--- src/rtl/dma_channel_ctrl.sv ---
// Single-channel DMA controller: register-programmed MEM2MEM, IO2MEM and MEM2IO word moves.
// Build option: define DMA_AUTOINIT_EN to honour mode[4] (auto-reinitialise at terminal count).
module dma_channel_ctrl #(
    parameter int DATA_W = 16
) (
    input  logic              clk,
    input  logic              rst_n,
    input  logic              reg_wr,
    input  logic [15:0]       Address_bus,
    input  logic [DATA_W-1:0] data_bus,
    output logic [15:0]       mem_addr,
    output logic              mem_rd,
    output logic              mem_wr,
    output logic [DATA_W-1:0] mem_wdata,
    input  logic [DATA_W-1:0] mem_rdata,
    input  logic              mem_ack,
    input  logic              io_dreq,
    output logic              io_dack,
    input  logic [DATA_W-1:0] io_rdata,
    output logic [DATA_W-1:0] io_wdata,
    output logic              busy,
    output logic              tc
);

    typedef enum logic [1:0] {S_IDLE, S_RD, S_WR, S_DONE} state_t;
    typedef enum logic [1:0] {X_NONE, X_M2M, X_IO2MEM, X_MEM2IO} xfer_t;

    state_t            state;
    xfer_t             xfer;
    xfer_t             start_type;
    logic [15:0]       src_reg, dst_reg, cnt_reg;
    logic              cmd_m2m, mode_io2mem, mode_mem2io, mask_bit;
`ifdef DMA_AUTOINIT_EN
    logic              mode_auto;
`endif
    logic [15:0]       w_src, w_dst, w_cnt;
    logic [DATA_W-1:0] data_lat;
    logic [3:0]        reg_sel;
    logic              unused_addr;
    logic              start, abort, wr_done;

    function automatic xfer_t decode_type(input logic m2m, input logic io2mem, input logic mem2io);
        if (m2m)         return X_M2M;
        else if (io2mem) return X_IO2MEM;
        else if (mem2io) return X_MEM2IO;
        else             return X_NONE;
    endfunction

    assign reg_sel     = Address_bus[3:0];
    assign unused_addr = ^Address_bus[15:4];
    assign start_type  = decode_type(cmd_m2m, mode_io2mem, mode_mem2io);
    assign start   = reg_wr && (reg_sel == 4'd12) && (state == S_IDLE) && !mask_bit
                     && (start_type != X_NONE);
    assign abort   = reg_wr && (reg_sel == 4'd11) && data_bus[0] && (state != S_IDLE);
    // MEM2IO finishes its write on the peripheral handshake, the others on mem_ack.
    assign wr_done = (state == S_WR) && ((xfer == X_MEM2IO) ? io_dreq : (mem_wr && mem_ack));

    always_ff @(posedge clk or negedge rst_n) begin
        if (!rst_n) begin
            state       <= S_IDLE;
            xfer        <= X_NONE;
            src_reg     <= '0;
            dst_reg     <= '0;
            cnt_reg     <= '0;
            cmd_m2m     <= 1'b0;
            mode_io2mem <= 1'b0;
            mode_mem2io <= 1'b0;
`ifdef DMA_AUTOINIT_EN
            mode_auto   <= 1'b0;
`endif
            mask_bit    <= 1'b1;
            w_src       <= '0;
            w_dst       <= '0;
            w_cnt       <= '0;
            data_lat    <= '0;
            mem_addr    <= '0;
            mem_rd      <= 1'b0;
            mem_wr      <= 1'b0;
            mem_wdata   <= '0;
            io_dack     <= 1'b0;
            io_wdata    <= '0;
            busy        <= 1'b0;
            tc          <= 1'b0;
        end else begin
            io_dack <= 1'b0;
            tc      <= 1'b0;
            if (reg_wr) begin
                case (reg_sel)
                    4'd0:  src_reg <= data_bus[15:0];
                    4'd1:  cnt_reg <= data_bus[15:0];
                    4'd7:  cmd_m2m <= data_bus[0];
                    4'd10: begin
                        mode_mem2io <= data_bus[2];
                        mode_io2mem <= data_bus[3];
`ifdef DMA_AUTOINIT_EN
                        mode_auto   <= data_bus[4];
`endif
                    end
                    4'd11: mask_bit <= data_bus[0];
                    4'd13: dst_reg  <= data_bus[15:0];
                    default: ;
                endcase
            end

            if (abort) begin
                state   <= S_IDLE;
                busy    <= 1'b0;
                mem_rd  <= 1'b0;
                mem_wr  <= 1'b0;
                io_dack <= 1'b0;
                tc      <= 1'b0;
            end else begin
                case (state)
                    S_IDLE: begin
                        if (start) begin
                            w_src <= src_reg;
                            w_dst <= dst_reg;
                            w_cnt <= cnt_reg;
                            xfer  <= start_type;
                            busy  <= 1'b1;
                            state <= S_RD;
                        end
                    end
                    S_RD: begin
                        if (xfer == X_IO2MEM) begin
                            if (io_dreq) begin
                                io_dack  <= 1'b1;
                                data_lat <= io_rdata;
                                state    <= S_WR;
                            end
                        end else if (!mem_rd) begin
                            mem_rd   <= 1'b1;
                            mem_addr <= w_src;
                        end else if (mem_ack) begin
                            mem_rd   <= 1'b0;
                            data_lat <= mem_rdata;
                            state    <= S_WR;
                        end
                    end
                    S_WR: begin
                        if ((xfer != X_MEM2IO) && !mem_wr) begin
                            mem_wr    <= 1'b1;
                            mem_addr  <= (xfer == X_M2M) ? w_dst : w_src;
                            mem_wdata <= data_lat;
                        end
                        if (wr_done) begin
                            mem_wr <= 1'b0;
                            if (xfer == X_MEM2IO) begin
                                io_dack  <= 1'b1;
                                io_wdata <= data_lat;
                            end
                            w_src <= w_src + 16'd1;
                            w_dst <= w_dst + 16'd1;
                            // count is "words minus one": zero here means this was the last word
                            if (w_cnt == 16'd0) begin
                                tc    <= 1'b1;
                                state <= S_DONE;
                            end else begin
                                w_cnt <= w_cnt - 16'd1;
                                state <= S_RD;
                            end
                        end
                    end
                    S_DONE: begin
`ifdef DMA_AUTOINIT_EN
                        if (mode_auto) begin
                            w_src <= src_reg;
                            w_dst <= dst_reg;
                            w_cnt <= cnt_reg;
                            state <= S_RD;
                        end else begin
                            mask_bit <= 1'b1;
                            busy     <= 1'b0;
                            state    <= S_IDLE;
                        end
`else
                        mask_bit <= 1'b1;
                        busy     <= 1'b0;
                        state    <= S_IDLE;
`endif
                    end
                    default: state <= S_IDLE;
                endcase
            end
        end
    end

endmodule

--- config.mk ---
export PLATFORM = sky130hd
export DESIGN_NAME = dma_channel_ctrl
export DESIGN_NICKNAME = d
export VERILOG_FILES = /design/src/rtl/dma_channel_ctrl.sv
export SDC_FILE = /design/constraint.sdc
export NUM_CORES = 1
export LEC_CHECK = 0
export CAP_MARGIN = 15
export CELL_PAD_IN_SITES_DETAIL_PLACEMENT = 0
export CELL_PAD_IN_SITES_GLOBAL_PLACEMENT = 2
export CORE_MARGIN = 5
export CORE_UTILIZATION = 25
export DETAILED_ROUTE_END_ITERATION = 8
export GPL_TIMING_DRIVEN = 0
export PLACE_DENSITY_LB_ADDON = 0.05
export SLEW_MARGIN = 20
export SYNTH_ARGS = -nofsm -noshare
export SYNTH_HDL_FRONTEND = slang
export SYNTH_SLANG_ARGS = --single-unit
--- constraint.sdc ---
create_clock -name clk -period 2.4 [get_ports clk]
set_clock_uncertainty 0.2 [all_clocks]
set_input_delay 0.48 -clock clk [delete_from_list [all_inputs] [get_ports clk]]
set_output_delay 0.48 -clock clk [all_outputs]
set_load 0.03 [all_outputs]
==> impl_metrics.env <==
export IMPL_final_common_cell="dfrtp_1"
export IMPL_synthFlopType="dfrtp_1"
export IMPL_ant_nets=0
export IMPL_syn_num_nets=842
export IMPL_yosys_top_cells_area="dfrtp_1, mux2_2, mux2i_1, o21ai_0, nand2_1"
export IMPL_clock_path_buffers=2
export IMPL_layout_common_cells="dfrtp_1, clkdlybuf4s50_1, mux2_2"
export IMPL_grt_pass1_vias=6773
export IMPL_drt_iter0_markers=368
export IMPL_clock_fmax_ghz=0.411
export IMPL_final_core_util=0.351
export IMPL_drt_total_wl_um=28500
export IMPL_power_density_nw_per_um2=1120
export IMPL_vias_per_cell=4.82
export IMPL_status="finished, violations left"
export IMPL_start_kind="register"
export IMPL_max_slew_margin=0.516
export IMPL_syn_area_per_cell_um2=10.7
export IMPL_diodes=0
export IMPL_grt_pass1_wl_um=43500
export IMPL_timing_critical_path_arrival_ns=2.55
export IMPL_routed_via_count=6640
export IMPL_clk_pin_slew_ns=0.07
export IMPL_overflow=0
export IMPL_hold_violations=0
export IMPL_r2r_slack_ns=-0.03
export IMPL_io_buffers=109
export IMPL_endpoint_kind="register"
export IMPL_cts_buffers=17
export IMPL_grt_max_degree=91
export IMPL_yosysTopAreaCellShare=0.525
export IMPL_synth_distinct_cells=52
export IMPL_tritoncts="done"
export IMPL_async_flop_share=1.00
export IMPL_fin_crit_sh=1.01
export IMPL_min_path_type="input pin to register"
export IMPL_min_period_ns=2.43
export IMPL_first_pass_iters=5
export IMPL_synth_edf_count=0
export IMPL_ys_ff_latch=173
export IMPL_slew_violations=0
export IMPL_violations="negative setup slack"
export IMPL_die_area_um2=36500
export IMPL_finalPower_mw=12.8
export IMPL_dieHeight_um=191
export IMPL_antenna_found_initial=0
export IMPL_setup_violations_final=4
export IMPL_cts_max_level=4
export IMPL_worst_pin_slew_ns=0.725
export IMPL_avgRoutedWirePerCell_um=20.7
export IMPL_cap_violations=0
export IMPL_drive_gt1_frac=0.279
export IMPL_clock_sinks=173
export IMPL_rsz0062_at_grt="yes"
export IMPL_num_rows=66
export IMPL_ir_drop_mv=0.546
export IMPL_place_congestion=0.768
export IMPL_yosysWarnings=0
export IMPL_drc=0
export IMPL_dp_cells=1316
export IMPL_dp_slack_ns=-1.40
export IMPL_ys_seq_area_frac=0.529
export IMPL_worst_path_max_fanout=8
export IMPL_start_util=0.252
export IMPL_synthesis_area_um2=8190
export IMPL_area_growth_pct=39.2
export IMPL_dp_hpwl_um=20200
export IMPL_grt_usage=0.158
export IMPL_setup_slack_ns=-0.0324
export IMPL_cts_root_buf="clkbuf_16"
export IMPL_fin_nets=1002
export IMPL_fp_dieW_um=191
export IMPL_num_io_pins=122
export IMPL_worstPathRequired_ns=2.52
export IMPL_yosys_area_top_type="dfrtp_1"
export IMPL_fin_cells=1378
export IMPL_path_class="register to register"
export IMPL_clk_latency_ns=0.43
export IMPL_coreArea_um2=32500
export IMPL_syn_inst=764
export IMPL_leakagePower_nw=4.79
[cell usage after synthesis (all sizes together), types with 3 or more instances]
library cell,number
a21o,4
a21oi,42
a221oi,3
a31o,4
a31oi,3
and2,5
and3,10
buf,12
clkbuf,33
dfrtp,172
ha,9
inv,8
mux2,86
mux2i,35
nand2,74
nand3,21
nand3b,5
nand4,13
nor2,44
nor2b,10
nor3,19
nor3b,5
nor4,3
o21ai,57
o21bai,5
o22ai,29
o311a,3
o31ai,5
o32ai,8
or2,7
or3,5
[cell type report]
cell class / count / area [um^2]
Tap cell: 442 / 553
Clock buffer: 21 / 470
Buffer: 41 / 370
Multi-Input combinational cell: 538 / 4030
Fill cell: 3261 / 21000
Sequential cell: 173 / 4340
Inverter: 8 / 40.0
Timing Repair Buffer: 145 / 1470
Clock inverter: 10 / 136
[per-layer routing]
layer	track usage	routed length, um
met1	0.235	14200
met2	0.245	13100
met3	0.0252	1020
met4	0.0329	225
met5	0	0
[critical path, cell delays in order (launching register included)]
cell and delay (ns):
dfrtp_2 0.43, inv_4 0.09, ha_4 0.16, inv_8 0.03, or4_4 0.54, buf_12 0.16, and2_4 0.20, buf_4 0.15
buf_6 0.14, o21bai_1 0.13, a21oi_1 0.08
[kinds of logic after synthesis]
family	count (synthesis)	synth area share
compound gates	180	0.136
flops	173	0.529
buf+inv	53	0.0255
simple gates	228	0.135
fa+ha+maj	9	0.0137
mux	121	0.161
[report_power, final]
part | leakage [nW] | total [mW] | switching (mW) | internal (mW)
sequential | 2.19 | 4.91 | 0.996 | 3.91
combinational | 2.32 | 4.95 | 2.67 | 2.28
clock | 0.291 | 2.93 | 1.21 | 1.72
[path summary, 6_finish.rpt]
path | from | end | cells after the start
max in group asynchronous | rst_n | cnt_reg[10] | 3
setup / recovery | state[0] | w_cnt[6] | 10
hold reg to reg | mem_addr[4] | mem_addr[4] | 2
setup reg to reg | state[0] | w_cnt[6] | 10
hold / removal | io_dreq | io_dack | 3
min in group asynchronous | rst_n | io_dack | 2
[timing repair]
item / 4_1_cts / 5_1_grt
resized for setup: 116 / 55
hold buffers: 1 / 0
cloned: 2 / 2
pin swaps: 14 / 22
hold endpoints to repair: 89 / 0
endpoints found under the setup margin: 135 / 109
setup buffers: 22 / 8
[metrics by stage]
| step | area [um^2] | hold WS [ns] | setup TNS [ns] |
|---|---|---|---|
| 2_1_floorplan | 8260 | -0.0156 | -0.104 |
| 3_3_place_gp | 9900 | 0.265 | -1326.92 |
| 3_5_place_dp | 9940 | 0.271 | -126.91 |
| 4_1_cts | 11100 | 0.252 | -0.214 |
| 5_1_grt | 11400 | 0.269 | -1.39 |
| 6_report | 11400 | 0.265 | -0.0840 |
(Power assumes the default switching activity.)
